## config.mk

```make
export PLATFORM = sky130hd
export DESIGN_NAME = ay_envgen_flat
export DESIGN_NICKNAME = d
export VERILOG_FILES = /design/src/rtl/ay_env_if.sv /design/src/rtl/ay_envgen.sv /design/src/flat_wrapper.sv
export SDC_FILE = /design/constraint.sdc
export NUM_CORES = 1
export LEC_CHECK = 0
export ABC_AREA = 1
export CAP_MARGIN = 5
export CORE_MARGIN = 3
export CORE_UTILIZATION = 57
export DETAILED_ROUTE_END_ITERATION = 10
export PLACE_DENSITY = 0.87
export SYNTH_ARGS = -nofsm -noshare
export SYNTH_HDL_FRONTEND = slang
export SYNTH_SLANG_ARGS = --single-unit
```

## constraint.sdc

```tcl
create_clock -name clk -period 2.3 [get_ports clk]
set_input_delay 0.345 -clock clk [delete_from_list [all_inputs] [get_ports clk]]
set_output_delay 0.345 -clock clk [all_outputs]
set_load 0.05 [all_outputs]
```

## src/rtl/ay_env_if.sv

```systemverilog
// AY envelope generator register-side bundle.
// Decoded period/shape in, envelope level and status out.
interface ay_env_if;
  logic        ce;
  logic [15:0] period;
  logic [3:0]  shape;
  logic        shape_wr;
  logic [3:0]  level;
  logic        step;
  logic        holding;

  modport master (
    output ce, period, shape, shape_wr,
    input  level, step, holding
  );

  modport slave (
    input  ce, period, shape, shape_wr,
    output level, step, holding
  );
endinterface

```

## src/rtl/ay_envgen.sv

```systemverilog
// AY-3-8910 envelope generator: prescaler, period counter,
// 16-step ramp and CONT/ATT/ALT/HOLD shape sequencer.
module ay_envgen #(
  parameter int PRESCALE = 256
) (
  input logic   clk,
  input logic   rst_n,
  ay_env_if.slave bus
);

  localparam int PW = $clog2(PRESCALE);

  typedef enum logic [1:0] {
    S_HOLD,
    S_RISE,
    S_FALL
  } st_t;

  st_t           st, st_n;
  logic [3:0]    cnt, cnt_n;
  logic [3:0]    hlev, hlev_n;
  logic [3:0]    shp;
  logic [PW-1:0] presc;
  logic [15:0]   pcnt;
  logic [15:0]   epe;
  logic          step_r;
  logic          tick;
  logic          pwrap;
  logic          stev;
  logic          eoc;
  logic [3:0]    level;

  assign tick  = bus.ce && (presc == PW'(PRESCALE - 1));
  assign epe   = (bus.period == 16'd0) ? 16'd1 : bus.period;
  // >= so a period shrunk below pcnt fires on the next tick
  assign pwrap = pcnt >= (epe - 16'd1);
  assign stev  = tick && pwrap;
  assign eoc   = cnt == 4'hf;

  always_ff @(posedge clk or negedge rst_n) begin
    if (!rst_n) begin
      presc  <= '0;
      pcnt   <= '0;
      shp    <= '0;
      step_r <= 1'b0;
    end else if (bus.shape_wr) begin
      presc  <= '0;
      pcnt   <= '0;
      shp    <= bus.shape;
      step_r <= 1'b0;
    end else begin
      step_r <= stev;
      if (bus.ce)
        presc <= tick ? '0 : presc + PW'(1);
      if (tick)
        pcnt <= pwrap ? '0 : pcnt + 16'd1;
    end
  end

  always_ff @(posedge clk or negedge rst_n) begin
    if (!rst_n) begin
      st   <= S_HOLD;
      cnt  <= '0;
      hlev <= '0;
    end else begin
      st   <= st_n;
      cnt  <= cnt_n;
      hlev <= hlev_n;
    end
  end

  always_comb begin
    st_n   = st;
    cnt_n  = cnt;
    hlev_n = hlev;
    if (bus.shape_wr) begin
      st_n  = bus.shape[2] ? S_RISE : S_FALL;
      cnt_n = '0;
    end else if (stev && st != S_HOLD) begin
      unique case (1'b1)
        !eoc: cnt_n = cnt + 4'd1;
        eoc && !shp[3]: begin
          st_n   = S_HOLD;
          hlev_n = 4'h0;
        end
        eoc && shp[3] && shp[0]: begin
          st_n   = S_HOLD;
          hlev_n = (shp[2] ^ shp[1]) ? 4'hf : 4'h0;
        end
        eoc && shp[3] && !shp[0]: begin
          cnt_n = '0;
          if (shp[1])
            st_n = (st == S_RISE) ? S_FALL : S_RISE;
        end
      endcase
    end
  end

  always_comb begin
    level = ~cnt;
    case (st)
      S_HOLD:  level = hlev;
      S_RISE:  level = cnt;
      default: level = ~cnt;
    endcase
  end

  assign bus.level   = level;
  assign bus.step    = step_r;
  assign bus.holding = (st == S_HOLD);

endmodule

```

## src/flat_wrapper.sv

```systemverilog
// flat-port wrapper written by rule: the top's interface ports become plain ports
module ay_envgen_flat 
#(
  parameter int PRESCALE = 256
)
  (clk, rst_n, bus_ce, bus_period, bus_shape, bus_shape_wr, bus_level, bus_step, bus_holding);
  ay_env_if bus_i ();
  input logic clk;
  input logic rst_n;
  input wire logic [$bits(bus_i.ce)-1:0] bus_ce;
  input wire logic [$bits(bus_i.period)-1:0] bus_period;
  input wire logic [$bits(bus_i.shape)-1:0] bus_shape;
  input wire logic [$bits(bus_i.shape_wr)-1:0] bus_shape_wr;
  output wire logic [$bits(bus_i.level)-1:0] bus_level;
  output wire logic [$bits(bus_i.step)-1:0] bus_step;
  output wire logic [$bits(bus_i.holding)-1:0] bus_holding;
  assign bus_i.ce = bus_ce;
  assign bus_i.period = bus_period;
  assign bus_i.shape = bus_shape;
  assign bus_i.shape_wr = bus_shape_wr;
  assign bus_level = bus_i.level;
  assign bus_step = bus_i.step;
  assign bus_holding = bus_i.holding;
  ay_envgen #(.PRESCALE(PRESCALE)) u_core (.clk(clk), .rst_n(rst_n), .bus(bus_i));
endmodule
```

# ---- Word level (Yosys, flattened, before mapping)
# Index checks and enable logic that the tools add are counted.
# Widths: inputs -> output; s select.
dict set report totals {
  elab_cells 62
  rom_bits 0
  ramBits 0
  regBits 39
  out_inout_bits 6
  latch_bits 0
  memories 0
  in_bits 24
}
dict set report classes {
  n_eq_ne 4
  n_bitwise 3
  n_lt_le_gt_ge 1
  mux 20
  reduce_logical 23
  multipliers 0
  add_sub_neg 4
  shift 0
  n_div 0
}
# operator n
set ops {}
lappend ops {{$mux 16} 4}
lappend ops {{$mux 8} 3}
lappend ops {{$pmux 4 s2} 3}
lappend ops {{$add 16x1->16 const B} 1}
lappend ops {{$ge 16x16->1} 1}
lappend ops {{$logic_not 16->1} 1}
lappend ops {{$sub 16x1->16 const B} 1}
lappend ops {{$mux 4} 3}
lappend ops {{$mux 2} 5}
lappend ops {{$reduce_bool 2->1} 5}
lappend ops {{$add 8x1->8 const B} 1}
lappend ops {{$eq 8x8->1 const B} 1}
lappend ops {{$logic_and 1x1->1} 7}
lappend ops {{$reduce_and 3->1} 2}
lappend ops {{$reduce_bool 3->1} 2}
lappend ops {{$add 4x1->4 const B} 1}
lappend ops {{$eq 4x4->1 const B} 1}
lappend ops {{$not 4->4} 1}
lappend ops {{$pmux 2 s2} 1}
lappend ops {{$logic_not 1->1} 3}
lappend ops {{$ne 3x2->1 const B} 1}
lappend ops {{$eq 2x1->1 const B} 1}
lappend ops {{$logic_not 2->1} 1}
lappend ops {{$reduce_and 2->1} 1}
lappend ops {{other kinds (4)} 4}

# ---- Longest topological paths before layout
# Gate-level depths: netlist (run 1).
dict set report depth {
  depth_word 8
  mapped_depth 25
  ltp_nobuf 25
}

# ---- Worst setup path before layout (run 1)
# OpenSTA, ideal clock, no wires.
dict set report synth_path {
  path_kind {input to register}
  startpoint {input port bus_period[6]}
  endpoint {register u_core.cnt[2]}
  t_required_ns 2.183
  setup_slack_ns -0.435
  arrival_ns 2.618
  setup_time_ns 0.117
  path_stages 21
  path_buffers 0
  cell_sequence {inv_1 -> nand2_1 -> nor2_2 -> nand2_2 -> nor3_4 -> nor2_1 -> ha_1 -> nand2_1 -> nor3_1 -> nand3_1 -> xor2_1 -> ha_1 -> nand4_1 -> nor3_1 -> nand2_1 -> nand2_2 -> nand3_2 -> nand2_2 -> nand2_2 -> nand2_1 -> nand2_1}
}
dict set report synth_via {
  elab_chain_len 8
}
# item line_no
set synth_lines {}
lappend synth_lines {{start: declaration} flat_wrapper.sv:11} ;# input wire logic [$bits(bus_i.period)-1:0] bus_period;
lappend synth_lines {{$logic_not 16->1} ay_envgen.sv:34} ;# assign epe = (bus.period == 16'd0) ? 16'd1 : bus.period;
lappend synth_lines {{$mux 16 *} ay_envgen.sv:34}
lappend synth_lines {{$sub 16x1->16 *} ay_envgen.sv:36} ;# assign pwrap = pcnt >= (epe - 16'd1);
lappend synth_lines {{$ge 16x16->1 *} ay_envgen.sv:36}
lappend synth_lines {{$logic_and 1x1->1 *} ay_envgen.sv:37} ;# assign stev = tick && pwrap;
lappend synth_lines {{$logic_and 1x1->1 *} ay_envgen.sv:79} ;# end else if (stev && st != S_HOLD) begin
lappend synth_lines {{$reduce_bool 2->1 (no line) *} -}
lappend synth_lines {{$reduce_and 2->1 (no line) *} -}
lappend synth_lines {{end signal: assignment} ay_envgen.sv:67} ;# cnt <= cnt_n;
lappend synth_lines {{end: declaration} ay_envgen.sv:20} ;# logic [3:0] cnt, cnt_n;
# Mark *: on every way between the ends. The rest lies on a longest branch, timed or not.
# A chain may end at the register's enable or synchronous reset.

# ---- Worst setup path in the final report (run 1)
dict set report layout_path {
  startpoint {input port bus_period[10]}
  endpoint {register u_core.cnt[2]}
}
# The elaborated chain is that of the path after synthesis.

==> results of run 1 <==
==> power breakdown <==
group          total, mW  internal [mW]  switching (mW)
logic              0.418          0.172           0.246
clock network      0.575          0.322           0.253
registers          0.680          0.652          0.0279
total               1.67           1.15           0.527
==> layer usage <==
metal	global-route usage, %	routed length (um)	share of wire, %	vias to the layer above
met5	0	0	0	-
met4	21.7	581	6.0	0
met3	6.94	766	7.9	76
met2	60.0	4930	51	213
met1	32.4	3390	35	1489
li1	-	-	-	1369
==> Yosys cell counts, drive strengths merged (2+ instances only) <==
library cell / n
o211ai: 4
xor2: 21
nor3: 15
ha: 20
o22ai: 4
inv: 48
buf: 2
a21oi: 14
and3: 2
nor2: 52
xnor2: 7
nand3: 21
nand4: 8
nand2: 93
nor3b: 2
dfrtp: 36
o21ai: 9
nor4: 3
==> state kept, by name, summed over array words and instances (netlist names) <==
name / cells
u_core.st: 2
u_core.shp: 4
u_core.presc: 8
u_core.cnt: 4
u_core.pcnt: 16
u_core.bus.step: 1
u_core.hlev: 1
==> cells by family (layout without fill, tap and decap cells) <==
logic type / after synthesis / count (layout) / share of synthesized area, %
AOI/OAI and AO/OA: 33 / 33 / 6.96
xor gates and xnor gates: 28 / 28 / 8.97
adders and majority gates: 20 / 20 / 9.15
buffers and inverters: 51 / 141 / 7.19
DFF: 36 / 36 / 33.0
muxes: 1 / 1 / 0.366
and+or+nand+nor: 197 / 198 / 34.4
==> timing repair <==
item / in CTS / in global routing
pin swaps: 39 / 28
setup endpoints to repair: 24 / 24
gates cloned: 1 / 0
hold endpoints to repair: 0 / 0
gates resized for setup: 104 / 40
setup buffers: 15 / 5
==> area by class of cell <==
type,count,area [um^2]
inverter,48,208
clock buffer,6,72.6
fill,222,558
timing repair buffer,85,692
sequential,36,901
multi-input combinational,280,1970
tap,52,65.1
clock inverter,2,35.0
==> worst min path at each step <==
stage                                  to          start  cells after the start
final                     u_core.presc[4]          rst_n                      2
after global placement       u_core.st[0]   u_core.st[0]                      2
after CTS                 u_core.pcnt[15]          rst_n                      2
after detailed placement    u_core.shp[2]  u_core.shp[2]                      2
after floorplan           u_core.bus.step          rst_n                      0
after global routing       u_core.pcnt[9]          rst_n                      2
==> stage by stage <==
stage,instance area (um^2),utilization [%]
6_report,3950,87.6
5_1_grt,3950,87.6
4_1_cts,3810,84.7
3_5_place_dp,3420,76.0
3_3_place_gp,3420,76.0
2_1_floorplan,2820,-
==> critical path, delay by kind of cell <==
family	cells	cell delay, ps
simple gates	16	1530
fa+ha+maj	2	500
buf+inv	5	440
xor+xnor	1	180
==> summary.md, run 1 <==
| Metric | Value |
|---|---|
| Status | `finished, violations left` |
| Failing checks | `setup timing` |
| HP Class | `in2async` |
| Pwr dens | `424 nW/um^2` |
| WL final | `9.67 mm` |
| R2r setup slk | `~250 ps` |
| First-pass GRT wire length | `13.8 mm` |
| Mapped Cells | `between 300 and 400` |
| DP Wirelength | `5.27 mm` |
| Yosys Warn Count | `0` |
| Worst-path clk slew | `80 ps` |
| Setup_tns | `-10530 ps` |
| CP endpoint | `u_core.cnt[2]` |
| Final Non-Filler Cells | `509` |
| Cts hold-fix bufs | `0` |
| Final Max Tran Viols | `0` |
| Critical Path Start | `bus_period[10]` |
| Fmax | `0.353 GHz` |
| Placed cell count | `480` |
| Die Wd | `75.3 um` |
| Crit end category | `register` |
| TritonCTS Buffers | `5` |
| Ys async rst share | `100%` |
| CTS Buffer Depth | `2` |
| Top fanout value on the critical path | `8` |
| Crit path top cell by count | `nand2_4` |
| Most frequent cells in the layout | `63 x nand2_1, 55 x buf_4, 36 x inv_1, 36 x dfrtp_1, 35 x nor2_1` |
| IO Pins | `30` |
| Yosys reg bits | `36` |
| Startpoint Class | `primary input` |
| Final Skew | `around 8 ps` |
| TritonCTS clock tree | `yes` |
| Total Power | `~1.7 mW` |
| Library cells used by synthesis | `34` |
| Worst Max-Slew Pin Slew | `502 ps` |
| Worst path arrival time | `3020 ps` |
| Required time of the critical path | `2490 ps` |
| Number of buffers added on ports | `29` |
| Clock net sink count | `36` |
| Crit path max-delay cell type | `ha_4` |
| Largest stage delay on the critical path | `290 ps` |
| Crit path cell chain | `buf_6 -> inv_2 -> nand2_2 -> nor2_4 -> nand2_2 -> nor3_4 -> nor2_2 -> ha_2 -> nand2_4 -> buf_12 -> buf_6 -> nor2_4 -> xor2_1 -> inv_1 -> ha_4 -> nand2_4 -> nor3_4 -> nand2_2 -> nand2_4 -> nand3_4 -> nand2_8 -> nand2_4 -> nand2_1 -> nand2_1` |
| Setup ws final | `-530 ps` |
| Max cap viols | `0` |
| Std cell rows | `24` |
| RSZ-0062 raised after global routing | `true` |
| Initial antenna violation count | `0` |
| Cells on worst reg2reg path | `9` |
| Most common cell after layout, fill and taps aside | `nand2_1` |
| Core Region | `4500 um^2` |
| Reg-to-Reg End | `u_core.pcnt[10]` |
| DRC violations left | `0` |
| EDFF count, synth | `0` |
| Syn Std Cell Area | `2730 um^2` |
| Setup CP Type | `in2reg` |
| Largest area contributor in the netlist | `dfrtp_1` |
| Chip height | `roughly 75 um` |
| Layout area overhead | `44.3%` |
| Place WS | `-1230 ps` |
| Ranking of synthesized cells by area | `dfrtp_1 33%, nand2_1 11%, ha_1 9.2%` |
| Hold Fails Final Rpt | `0` |
| P_leak | `1.91 nW` |
| Vias/cell | `6.18` |
| Vias in the first global route | `between 3k and 4k` |
| Hold Worst Slack | `471 ps` |
| Post-synth top area share | `33.0%` |
| Top FF cell, synth | `dfrtp_1` |
| GRT overflow | `0` |
| Routed vias | `3147` |
| WL/cell | `approximately 19 um` |
| Syn Nets | `410` |
| Drt pass-1 iters | `6` |
| Total number of H-tree levels | `2` |
| Worst skew pair latency | `approximately 300 ps` |
| Period utilization | `123%` |
| Share of cells above drive strength 1 | `37.2%` |
| Total Routing Usage GR | `32.5%` |
| Final ANT Viol Nets | `0` |
| Max VDD drop | `between 0.0003 and 0.0004 V` |
| Sequential fraction of the synthesis area | `between 30% and 40%` |
| # setup viols final | `24` |
| DRT iter0 DRCs | `439` |
| Rel. slew slack | `66.5%` |
| Layout Nets | `500` |
| Die footprint | `5660 um^2` |
| Inserted Diodes | `0` |
| Starting Density | `60.7%` |
| CTS root buf | `clkbuf_8` |
| Largest net degree at the start of global routing | `37` |
| GPL Wtd Cong | `just over 0.8` |
| Avg Cell Area, Syn | `7.47 um^2` |
| Reg2reg start | `u_core.pcnt[1]` |
| Clock period minus worst slack | `2830 ps` |
Note: power is estimated with default switching activity, not from simulation.
==> run 2: changes to the inputs <==
- SETUP_SLACK_MARGIN: unset -> 0.2
==> run 2 against run 1 <==
  * Utilization grew 0.33 points
  * Setup slack improved by 62 ps
  * Critical path depth fell by 2
  * Final cell count up 1.4%
  * Sequential share of layout area shrank 0.087 points
  * Register-to-register slack gained 90 ps
  * The run still ends with setup timing left
  * Wire length fell by 9.2%
  * Total power decreased by 4.7%
  * Non-clock buffer count rose by 8
==> summary.md, run 2 (synthesis gave the netlist of run 1 again) <==
| Metric | Value |
|---|---|
| Worst skew pair latency | `roughly 290 ps` |
| Required time of the critical path | `around 2500 ps` |
| DP Wirelength | `5.10 mm` |
| RSZ-0062 raised after global routing | `true` |
| Max reg flops | `16` |
| IO Pins | `30` |
| Final Skew | `7.39 ps` |
| Max cap viols | `0` |
| Die footprint | `5660 um^2` |
| Worst Max-Slew Pin Slew | `523 ps` |
| Setup CP Type | `in2reg` |
| Final Non-Filler Cells | `516` |
| Vias in the first global route | `2903` |
| Multi-input logic area | `1930 um^2` |
| Chip height | `75.3 um` |
| Final ANT Viol Nets | `0` |
| Worst path arrival time | `2970 ps` |
| Startpoint Class | `primary input` |
| Layout area overhead | `44.9%` |
| Place WS | `-1220 ps` |
| Drt pass-1 iters | `5` |
| Status | `finished, violations left` |
| Vias/cell | `5.89` |
| Core Region | `around 4500 um^2` |
| Top fanout value on the critical path | `5` |
| Failing checks | `setup timing` |
| Setup ws final | `-468 ps` |
| Most frequent cells in the layout | `66 x nand2_1, 63 x buf_4, 38 x nor2_1` |
| Rel. slew slack | `approximately two thirds` |
| Layout fillers | `214` |
| Number of buffers added on ports | `29` |
| Biggest regs | `u_core.pcnt x16, u_core.presc x8` |
| Reg area | `901 um^2` |
| Largest Register | `u_core.pcnt` |
| Routed vias | `3039` |
| CTS Buffer Depth | `2` |
| Max VDD drop | `around 0.00031 V` |
| Die Wd | `around 75 um` |
| Pwr dens | `402 nW/um^2` |
| Total Power | `1.59 mW` |
| CTS root buf | `clkbuf_8` |
| Clock period minus worst slack | `2770 ps` |
| Total Routing Usage GR | `approximately 29%` |
| Fmax | `roughly 0.36 GHz` |
| Placed cell count | `478` |
| WL final | `around 8.8 mm` |
| Cells on worst reg2reg path | `13` |
| Crit end category | `register` |
| Layout Nets | `508` |
| Inserted Diodes | `0` |
| Initial antenna violation count | `0` |
| Most common cell after layout, fill and taps aside | `nand2_1` |
| Period utilization | `120%` |
| HP Class | `in2async` |
| GPL Wtd Cong | `0.874` |
| Final Max Tran Viols | `0` |
| Hold Fails Final Rpt | `0` |
| Starting Density | `about three fifths` |
| GRT overflow | `0` |
| WL/cell | `17.0 um` |
| First-pass GRT wire length | `12.6 mm` |
| Std cell rows | `24` |
| Clock net sink count | `36` |
| DRT iter0 DRCs | `432` |
| TritonCTS Buffers | `5` |
| # setup viols final | `24` |
| Worst-path clk slew | `80 ps` |
| P_leak | `1.96 nW` |
| Share of cells above drive strength 1 | `37.7%` |
| Total number of H-tree levels | `2` |
| DRC violations left | `0` |
| Hold Worst Slack | `between 400 and 500 ps` |
| Largest net degree at the start of global routing | `37` |
| TritonCTS clock tree | `yes` |
run 2: cell count changes in the layout (fill, tap and decap cells not counted), sizes merged:
cell	change
bufinv	-1
buf	+4
clkbuf	+5
clkinv	-1
clkdlybuf4s50	-1
dlymetal6s2s	+1
run 2: area by class of cell:
| class | instances | area share [%] |
|---|---|---|
| multi-input combinational | 280 | 48.6 |
| sequential | 36 | 22.7 |
| timing repair buffer | 93 | 19.3 |
| inverter | 48 | 5.24 |
| clock buffer | 7 | 2.43 |
| tap | 52 | 1.64 |
run 2: layer usage:
layer	up-vias	GRT usage, %	wire (um)
met4	0	13.8	574
met3	64	4.67	636
met1	1393	33.0	3140
li1	1387	-	-
met5	-	0	0
met2	195	52.9	4430
run 2: path summary, 6_finish.rpt:
check | endpoint | slack [ps] | startpoint
worst max-delay path | u_core.pcnt[2] | -470 | bus_period[5]
worst min-delay path | u_core.pcnt[6] | 470 | rst_n
worst max register to register | u_core.pcnt[2] | 340 | u_core.pcnt[6]
worst min register to register | u_core.presc[0] | 510 | u_core.presc[0]
max in group asynchronous | u_core.cnt[1] | 1490 | rst_n
min in group clk | u_core.presc[0] | 510 | u_core.presc[0]
run 2: report_power, final:
part	switching, mW	internal [mW]
sequential	0.0262	0.652
combinational	0.237	0.177
clock	0.235	0.267
run 2: what timing repair did:
action / 4_1_cts / 5_1_grt
hold buffers: 0 / 0
setup buffers: 22 / 8
gates resized for setup: 92 / 43
setup endpoints to repair: 24 / 25
cloned: 1 / 0
pin swaps: 41 / 38
endpoints found under the hold margin: 0 / 0
run 2: stage by stage:
| stage | util (%) | cell area, um^2 | TNS [ps] |
|---|---|---|---|
| after floorplan | - | 2830 | -5970 |
| after global placement | 75.7 | 3410 | -24710 |
| after detailed placement | 75.7 | 3410 | -27480 |
| after CTS | 84.3 | 3800 | -7970 |
| after global routing | 87.9 | 3960 | -12800 |
| final | 87.9 | 3960 | -10040 |
run 2: worst max-delay path, stage by stage:
cell	delay, ps
buf_8	100
inv_6	60
nand2_8	50
nor2_4	100
nand2_2	80
nor3_4	160
nor2_2	80
ha_2	210
nand2_4	100
buf_6	110
nor2_1	50
xor2_1	160
inv_1	80
ha_1	220
a21oi_2	200
o21ai_1	110
a21oi_2	170
nand2_4	100
buf_4	150
nand2_4	90
nand2_4	90
nor3_2	150
